$ cat config.mk
export PLATFORM = sky130hd
export DESIGN_NAME = led_matrix_scanner
export DESIGN_NICKNAME = d
export VERILOG_FILES = /design/src/rtl/led_matrix_scanner.sv
export SDC_FILE = /design/constraint.sdc
export NUM_CORES = 1
export LEC_CHECK = 0
export ABC_CLOCK_PERIOD_IN_PS = 1700
export CORE_MARGIN = 3
export CORE_UTILIZATION = 43
export CTS_CLUSTER_DIAMETER = 150
export CTS_CLUSTER_SIZE = 16
export DETAILED_ROUTE_END_ITERATION = 10
export GPL_ROUTABILITY_DRIVEN = 0
export GPL_TIMING_DRIVEN = 0
export PLACE_DENSITY = 0.76
export SETUP_SLACK_MARGIN = 0.3
export SLEW_MARGIN = 20
export SYNTH_ARGS = -nofsm -noshare
export SYNTH_HDL_FRONTEND = slang
export SYNTH_SLANG_ARGS = --single-unit
$ cat constraint.sdc
create_clock -name clock -period 1.7 [get_ports clock]
set_clock_uncertainty 0.1 [all_clocks]
set_input_delay 0.255 -clock clock [delete_from_list [all_inputs] [get_ports clock]]
set_output_delay 0.255 -clock clock [all_outputs]
set_load 0.03 [all_outputs]
$ cat src/rtl/led_matrix_scanner.sv
// Row-scan driver for a 5x7 LED matrix. It turns the divider's row-rate and image-rate square waves
// into one-cycle ticks, then scans one row per tick with a blanking gap, swapping frames only at row 0.
module led_matrix_scanner #(
    parameter int BLANK_CYCLES = 4,
    parameter int NUM_ROWS     = 7
) (
    input  logic        clock,
    input  logic        reset,
    input  logic        enable,
    input  logic        row_clk_in,
    input  logic        img_clk_in,
    input  logic [34:0] frame_a,
    input  logic [34:0] frame_b,
    output logic [6:0]  linhas,
    output logic [4:0]  colunas,
    output logic [2:0]  row_index,
    output logic        frame_sel,
    output logic        frame_start
);
    typedef enum logic [1:0] {IDLE, BLANK, DRIVE} state_t;

    localparam logic [7:0] BLANK_LOAD = 8'(BLANK_CYCLES);
    localparam logic [2:0] LAST_ROW   = 3'(NUM_ROWS - 1);

    state_t      state_reg, state_next;
    logic [7:0]  blank_cnt_reg, blank_cnt_next;
    logic [2:0]  row_reg, row_next;
    logic        frame_sel_reg, frame_sel_next;
    logic        pending_reg, pending_next;
    logic [34:0] shadow_reg, shadow_next;
    logic [6:0]  linhas_reg, linhas_next;
    logic [4:0]  colunas_reg, colunas_next;
    logic        frame_start_reg, frame_start_next;

    logic [1:0]  async_in;
    logic [1:0]  tick;
    logic        row_tick, img_tick;
    logic [34:0] frame_src;
    logic [4:0]  row_pix [NUM_ROWS];
    logic [6:0]  row_drive_n;

    assign async_in = {img_clk_in, row_clk_in};

    genvar gi;
    generate
        // Bit 0 is the row clock, bit 1 the image clock; only rising edges produce a tick.
        for (gi = 0; gi < 2; gi = gi + 1) begin : g_sync
            logic s1_reg, s2_reg, hist_reg;
            always_ff @(posedge clock) begin
                if (reset) begin
                    s1_reg   <= 1'b0;
                    s2_reg   <= 1'b0;
                    hist_reg <= 1'b0;
                end else begin
                    s1_reg   <= async_in[gi];
                    s2_reg   <= s1_reg;
                    hist_reg <= s2_reg;
                end
            end
            assign tick[gi] = s2_reg & ~hist_reg;
        end
    endgenerate

    assign row_tick     = tick[0];
    assign img_tick     = tick[1];
    assign pending_next = pending_reg ^ img_tick;

    // Row 0 sees the freshly selected frame, including a toggle from this very cycle.
    assign frame_src = (row_reg == 3'd0) ? (pending_next ? frame_b : frame_a) : shadow_reg;

    generate
        for (gi = 0; gi < NUM_ROWS; gi = gi + 1) begin : g_rows
            assign row_pix[gi]     = frame_src[5*gi +: 5];
            assign row_drive_n[gi] = (row_reg != 3'(gi));
        end
    endgenerate

    always_comb begin
        state_next       = state_reg;
        blank_cnt_next   = blank_cnt_reg;
        row_next         = row_reg;
        frame_sel_next   = frame_sel_reg;
        shadow_next      = shadow_reg;
        linhas_next      = linhas_reg;
        colunas_next     = colunas_reg;
        frame_start_next = 1'b0;

        if (!enable) begin
            state_next     = IDLE;
            blank_cnt_next = 8'd0;
            row_next       = 3'd0;
            linhas_next    = 7'h7F;
            colunas_next   = 5'd0;
        end else begin
            case (state_reg)
                IDLE: begin
                    linhas_next  = 7'h7F;
                    colunas_next = 5'd0;
                    if (row_tick) begin
                        state_next     = BLANK;
                        blank_cnt_next = BLANK_LOAD;
                    end
                end
                BLANK: begin
                    linhas_next    = 7'h7F;
                    blank_cnt_next = blank_cnt_reg - 8'd1;
                    if (blank_cnt_reg == 8'd1) begin
                        state_next   = DRIVE;
                        shadow_next  = frame_src;
                        colunas_next = row_pix[row_reg];
                        linhas_next  = row_drive_n;
                        if (row_reg == 3'd0) begin
                            frame_sel_next   = pending_next;
                            frame_start_next = 1'b1;
                        end
                    end
                end
                DRIVE: begin
                    if (row_tick) begin
                        row_next       = (row_reg == LAST_ROW) ? 3'd0 : row_reg + 3'd1;
                        state_next     = BLANK;
                        blank_cnt_next = BLANK_LOAD;
                        linhas_next    = 7'h7F;
                    end
                end
                default: state_next = IDLE;
            endcase
        end
    end

    always_ff @(posedge clock) begin
        if (reset) begin
            state_reg       <= IDLE;
            blank_cnt_reg   <= 8'd0;
            row_reg         <= 3'd0;
            frame_sel_reg   <= 1'b0;
            pending_reg     <= 1'b0;
            shadow_reg      <= 35'd0;
            linhas_reg      <= 7'h7F;
            colunas_reg     <= 5'd0;
            frame_start_reg <= 1'b0;
        end else begin
            state_reg       <= state_next;
            blank_cnt_reg   <= blank_cnt_next;
            row_reg         <= row_next;
            frame_sel_reg   <= frame_sel_next;
            pending_reg     <= pending_next;
            shadow_reg      <= shadow_next;
            linhas_reg      <= linhas_next;
            colunas_reg     <= colunas_next;
            frame_start_reg <= frame_start_next;
        end
    end

    assign linhas      = linhas_reg;
    assign colunas     = colunas_reg;
    assign row_index   = row_reg;
    assign frame_sel   = frame_sel_reg;
    assign frame_start = frame_start_reg;
endmodule

Yosys cells after proc, flatten, opt, wreduce, memory -nomap -nowiden
Cells that the tools add are included.

storage, ports and cells
  register bits = 69
  input bits = 75
  output and inout port bits = 17
  logic and storage cells = 73

operators by class
  $add $sub $neg = 2
  $lt $le $gt $ge = 1
  equality and inequality tests = 13
  mux-type cells = 17
  bitwise logic cells = 9
  reduce and logical (&&, ||, !) cells = 16

operator list
  kind                                                                 number
  35-bit two-way mux                                                   2
  7-bit one-hot mux with 3 select lines                                1
  8-bit one-hot mux with 2 select lines                                1
  5-bit binary-select mux with 3-bit select                            1
  5-bit two-way mux                                                    3
  7-bit two-way mux                                                    2
  5-bit one-hot mux with 2 select lines                                1
  2-bit AND reduction                                                  5
  3-bit != test (second input constant)                                3
  8-bit by 1-bit == test with 1-bit output (second input constant)     1
  8-bit two-way mux                                                    1
  8-bit by 1-bit subtractor with 8-bit output (second input constant)  1
  3-bit by 2-bit != test with 1-bit output (second input constant)     2
  3-bit nonzero test                                                   2
  1-bit NOT                                                            5
  4-bit >= comparator (second input constant)                          1
  2-bit two-way mux                                                    2
  2-bit != test (second input constant)                                2
  3-bit NOT with 4-bit output                                          1
  2-bit one-hot mux with 2 select lines                                1
  4-bit AND reduction                                                  1
  2-bit nonzero test                                                   2
  2-bit OR reduction                                                   2
  4-bit OR reduction                                                   1
  other kinds (13)                                                     14

Depth between registers and ports, before layout
  word-level depth = 10
  mapped depth = 9
  mapped depth without buffers = 7

Worst setup path after synthesis
No wires, ideal clock.

  kind = register to register
  start point = reg row_reg[1], in the netlist row_index[1]
  end point = reg shadow_reg[24]
  library setup time = 146 ps
  arrival time = 1,643 ps
  required time = 1,454 ps
  slack = -189 ps
  stages on the path, launching flop included = 10
  buffers on the path = 4
  period minus slack after synthesis = 1,889 ps
  cells stage by stage = dfxtp_1 -> buf_2 -> or2_1 -> clkbuf_1 -> nor2_1 -> and3_1 -> buf_6 -> buf_6 -> nor2_1 -> a211oi_2

between the ends
  cells in the longest elaborated chain, start to end = 2

ends and longest elaborated chain
  item                    RTL line  source
  start, declared         27        logic [2:0] row_reg, row_next;
  start signal, assigned  145       row_reg <= row_next;
  3-bit zero test         69        assign frame_src = (row_reg == 3'd0) ? (pending_next ? frame_b : frame_a) : shadow_reg;
  35-bit two-way mux      69
  end signal, assigned    148       shadow_reg <= shadow_next;
  end, declared           30        logic [34:0] shadow_reg, shadow_next;

Every way passes these cells.
A chain may end at the register's enable or synchronous reset.

Worst setup path in the final report
  start point = reg row_reg[1], in the netlist row_index[1]
  end point = reg colunas_reg[3], in the netlist colunas[3]

between the ends
  cells in the longest elaborated chain, start to end = 7
  elaborated cells on any way between the ends = 8
  those cells by class = mux: 6; bitwise: 1; reduce/logical: 1

ends and longest elaborated chain
  item                                                       RTL line  source
  3-bit zero test                                            69
  35-bit two-way mux                                         69
  5-bit binary-select mux with 3-bit select (*)              110       colunas_next = row_pix[row_reg];
  5-bit two-way mux (not written as such) (*) (2 in series)  110
  5-bit two-way mux (*)                                      107       if (blank_cnt_reg == 8'd1) begin
  5-bit one-hot mux with 2 select lines (*)                  95        case (state_reg)
  end signal, assigned                                       150       colunas_reg <= colunas_next;
  end, declared                                              32        logic [4:0] colunas_reg, colunas_next;

Every way passes the cells marked *; elsewhere a longest branch is shown, timed or not. The select of a mux whose other input is x is not followed.

==> results by group <==
Outcome
  – Failing checks: negative setup slack
  – Status: complete, but fails checks

Finish
  – Fillers: about 470
  – Layout area overhead: 62.73%
  – Final net count: about 560
  – ANT cells: 0
  – Post-layout instance area: about 5300 um2
  – Final std cells w/o fill: between 500 and 600
  – Layout cells sized above 1: 0.4315
  – Post-layout util: 0.7266
  – Largest register FFs: 30

CTS
  – Post-CTS Hold Buffers: 0
  – CTS tree: yes
  – CTS HTree Levels: 3
  – Clk Latency, worst-skew pair: roughly 0.35 ns
  – Clk root buf: clkbuf_8
  – Clk slew on worst S/H paths: ~0.080 ns
  – Clock sinks: 64
  – Clk buf depth: 2
  – Number of buffers created by CTS: 9

Yosys
  – Share of the synthesized area in the top cell type: 0.3914
  – Main synth FF type: dfxtp_1
  – Mapped Avg Cell Area: 9.487 um2
  – Post-Syn Nets: about 420
  – Cells after synthesis: ~350
  – Post-synthesis cell area: 3273 um2
  – Most common cell in the netlist: dfxtp_1
  – Post-synth top cells: dfxtp_1, mux2i_1, nor2_1
  – Synth warnings: 0
  – Yosys cell types: 43
  – Async S/R FF share, synth: 0
  – Synth Register Bits: 64
  – Synth top area cells: dfxtp_1, mux2i_1, a211oi_2, nor2_1, nand2_1
  – Sequential area share after synthesis: 0.3914
  – Largest area contributor in the synthesized netlist: dfxtp_1
  – Post-synth EDFFs: 0

Placed design
  – DP Cell Count: 534
  – Area after DPL: 4473 um2
  – Port Buffer Count: 90
  – Half-perimeter wire length after placement: 6.569 mm

Die
  – Num rows: 31
  – Die X: a little over 90 um
  – Initial Util: 0.4465
  – Chip height: 93.25 um
  – # IOs: between 90 and 100
  – Total core area: 7331 um2
  – Die area: between 8000 and 9000 um2

Routing
  – Drt pass-1 iters: 5
  – Vias: 3230
  – Drt total wl: 10.81 mm
  – Post-route antenna net violation count: 0
  – 1st-iter DRT viols: approximately 270
  – WL per Instance: ~19 um
  – Vias per cell: between 5 and 6
  – Drt drc: 0

Flow run
  – Max-cap viol count: 0

Pwr
  – NetSw: around 0.84 mW
  – Clock power frac: 0.401
  – Reg power frac: 0.451
  – Gate power share: 0.148
  – Sw Share: 0.2502
  – Max rail drop VDD: 0.3556 mV
  – PD cells: approximately 630 nW/um2
  – Pleak: 2.034 nW
  – Int Pwr: roughly 2.5 mW

Timing
  – Relative slew slack: 0.5174
  – Unrepaired setup endpoints after global routing: true
  – Fin. max-slew vios: 0
  – Fin crit share: 1.093
  – Setup Viol. Count Final: 39
  – Worst slew pin tran: between 0.7 and 0.8 ns
  – Fin worst setup slack: -0.1588 ns
  – Hold Vio Cnt, Final: 0
  – Fmax: roughly 540 MHz
  – Min Hold Slack: ~0.28 ns
  – Min Tclk post-route: approximately 1.9 ns

Global route
  – Vias in the first global route: around 3300
  – Pin count of the biggest net entering global routing: 12
  – GRT overflow: 0
  – Total track usage: 0.2365
  – First-pass GRT wire length: roughly 16 mm
  – Initial antenna violation count: 0

Worst setup path
  – Crit. End Element: flip-flop
  – Crit path max fanout: 4
  – WS Path Type: flip-flop to flip-flop
  – Startpoint type of the worst setup path: flip-flop
  – CP arrival: around 2.0 ns
  – Worst EP required: approximately 1.8 ns

Hold path
  – Hold Path Class: input pin to flip-flop
[through the flow]
stage          power, mW  worst slack [ns]  setup TNS [ns]
6_report           3.351           -0.1588          -2.813
5_1_grt            3.437           -0.2625          -5.260
4_1_cts            3.310          -0.08548          -2.201
3_5_place_dp       1.966           -0.4401          -9.605
3_3_place_gp       1.958           -0.3746          -8.604
2_1_floorplan      1.749          -0.04203          -1.203
[power by group through the flow]
stage	combinational, mW	sequential, mW	clock, mW
3_3_place_gp	0.412	1.55	0
2_1_floorplan	0.204	1.54	0
5_1_grt	0.526	1.51	1.40
6_report	0.497	1.51	1.34
3_5_place_dp	0.420	1.55	0
4_1_cts	0.476	1.51	1.32
[layer usage]
metal | up-vias | wire length [um] | global-route usage
li1 | 1493 | - | -
met1 | 1508 | 4299 | 0.2949
met2 | 179 | 5185 | 0.3836
met3 | 50 | 783 | 0.04586
met4 | 0 | 539 | 0.1270
met5 | - | 0 | 0
[logic make-up after synthesis]
kind of cell    after synthesis  synth area share
fa+ha+maj                     3           0.01147
buf+inv                      30           0.05810
compound gates               74            0.1950
flops                        64            0.3914
xor+xnor                      2          0.005353
simple gates                125            0.1934
mux                          47            0.1453
[layout by cell type (no fill, tap or decap), types with 6 or more instances in the layout]
cell type	instances
a211oi_2	31
a21oi_1	10
a21oi_2	6
buf_2	6
buf_4	25
buf_6	12
clkbuf_8	11
clkdlybuf4s15_2	9
clkdlybuf4s50_1	73
dfxtp_1	54
dfxtp_4	6
mux2i_1	41
nand2_1	20
nor2_1	25
nor2_2	19
nor2_4	13
nor2b_1	7
o21ai_1	6
[worst max-delay path, stage by stage, from the launching register on]
cell and delay (ns):
dfxtp_4 0.35, buf_6 0.11, or2_1 0.23, clkbuf_8 0.14
buf_4 0.15, buf_6 0.12, nor2_1 0.10, nand2_1 0.10
a32oi_1 0.23, o21ai_1 0.10
[repair_timing]
action	CTS	global route
endpoints found under the setup margin	72	63
setup buffers	24	6
cloned	0	1
pin swaps	22	27
resized for setup	123	47
[worst paths after layout]
path / slack [ns] / start / end / cells past startpoint
worst max-delay path: -0.16 / row_index[1] / colunas[3] / 9
worst max register to register: -0.16 / row_index[1] / colunas[3] / 9
worst min register to register: 0.34 / g_sync[1].s1_reg / g_sync[1].s2_reg / 1
worst min-delay path: 0.28 / reset / g_sync[1].s2_reg / 2
[layout make-up]
type | instances | area, um2 | share of cell area
Clock buffer | 11 | 141.4 | 0.02654
Sequential cell | 64 | 1309 | 0.2457
Buffer | 26 | 289.0 | 0.05426
Timing Repair Buffer | 121 | 1165 | 0.2187
Tap cell | 99 | 123.9 | 0.02326
Inverter | 4 | 15.01 | 0.002819
Multi-Input combinational cell | 251 | 2227 | 0.4181
Clock inverter | 5 | 56.30 | 0.01057
No activity file was read; power rests on OpenSTA's default activity.
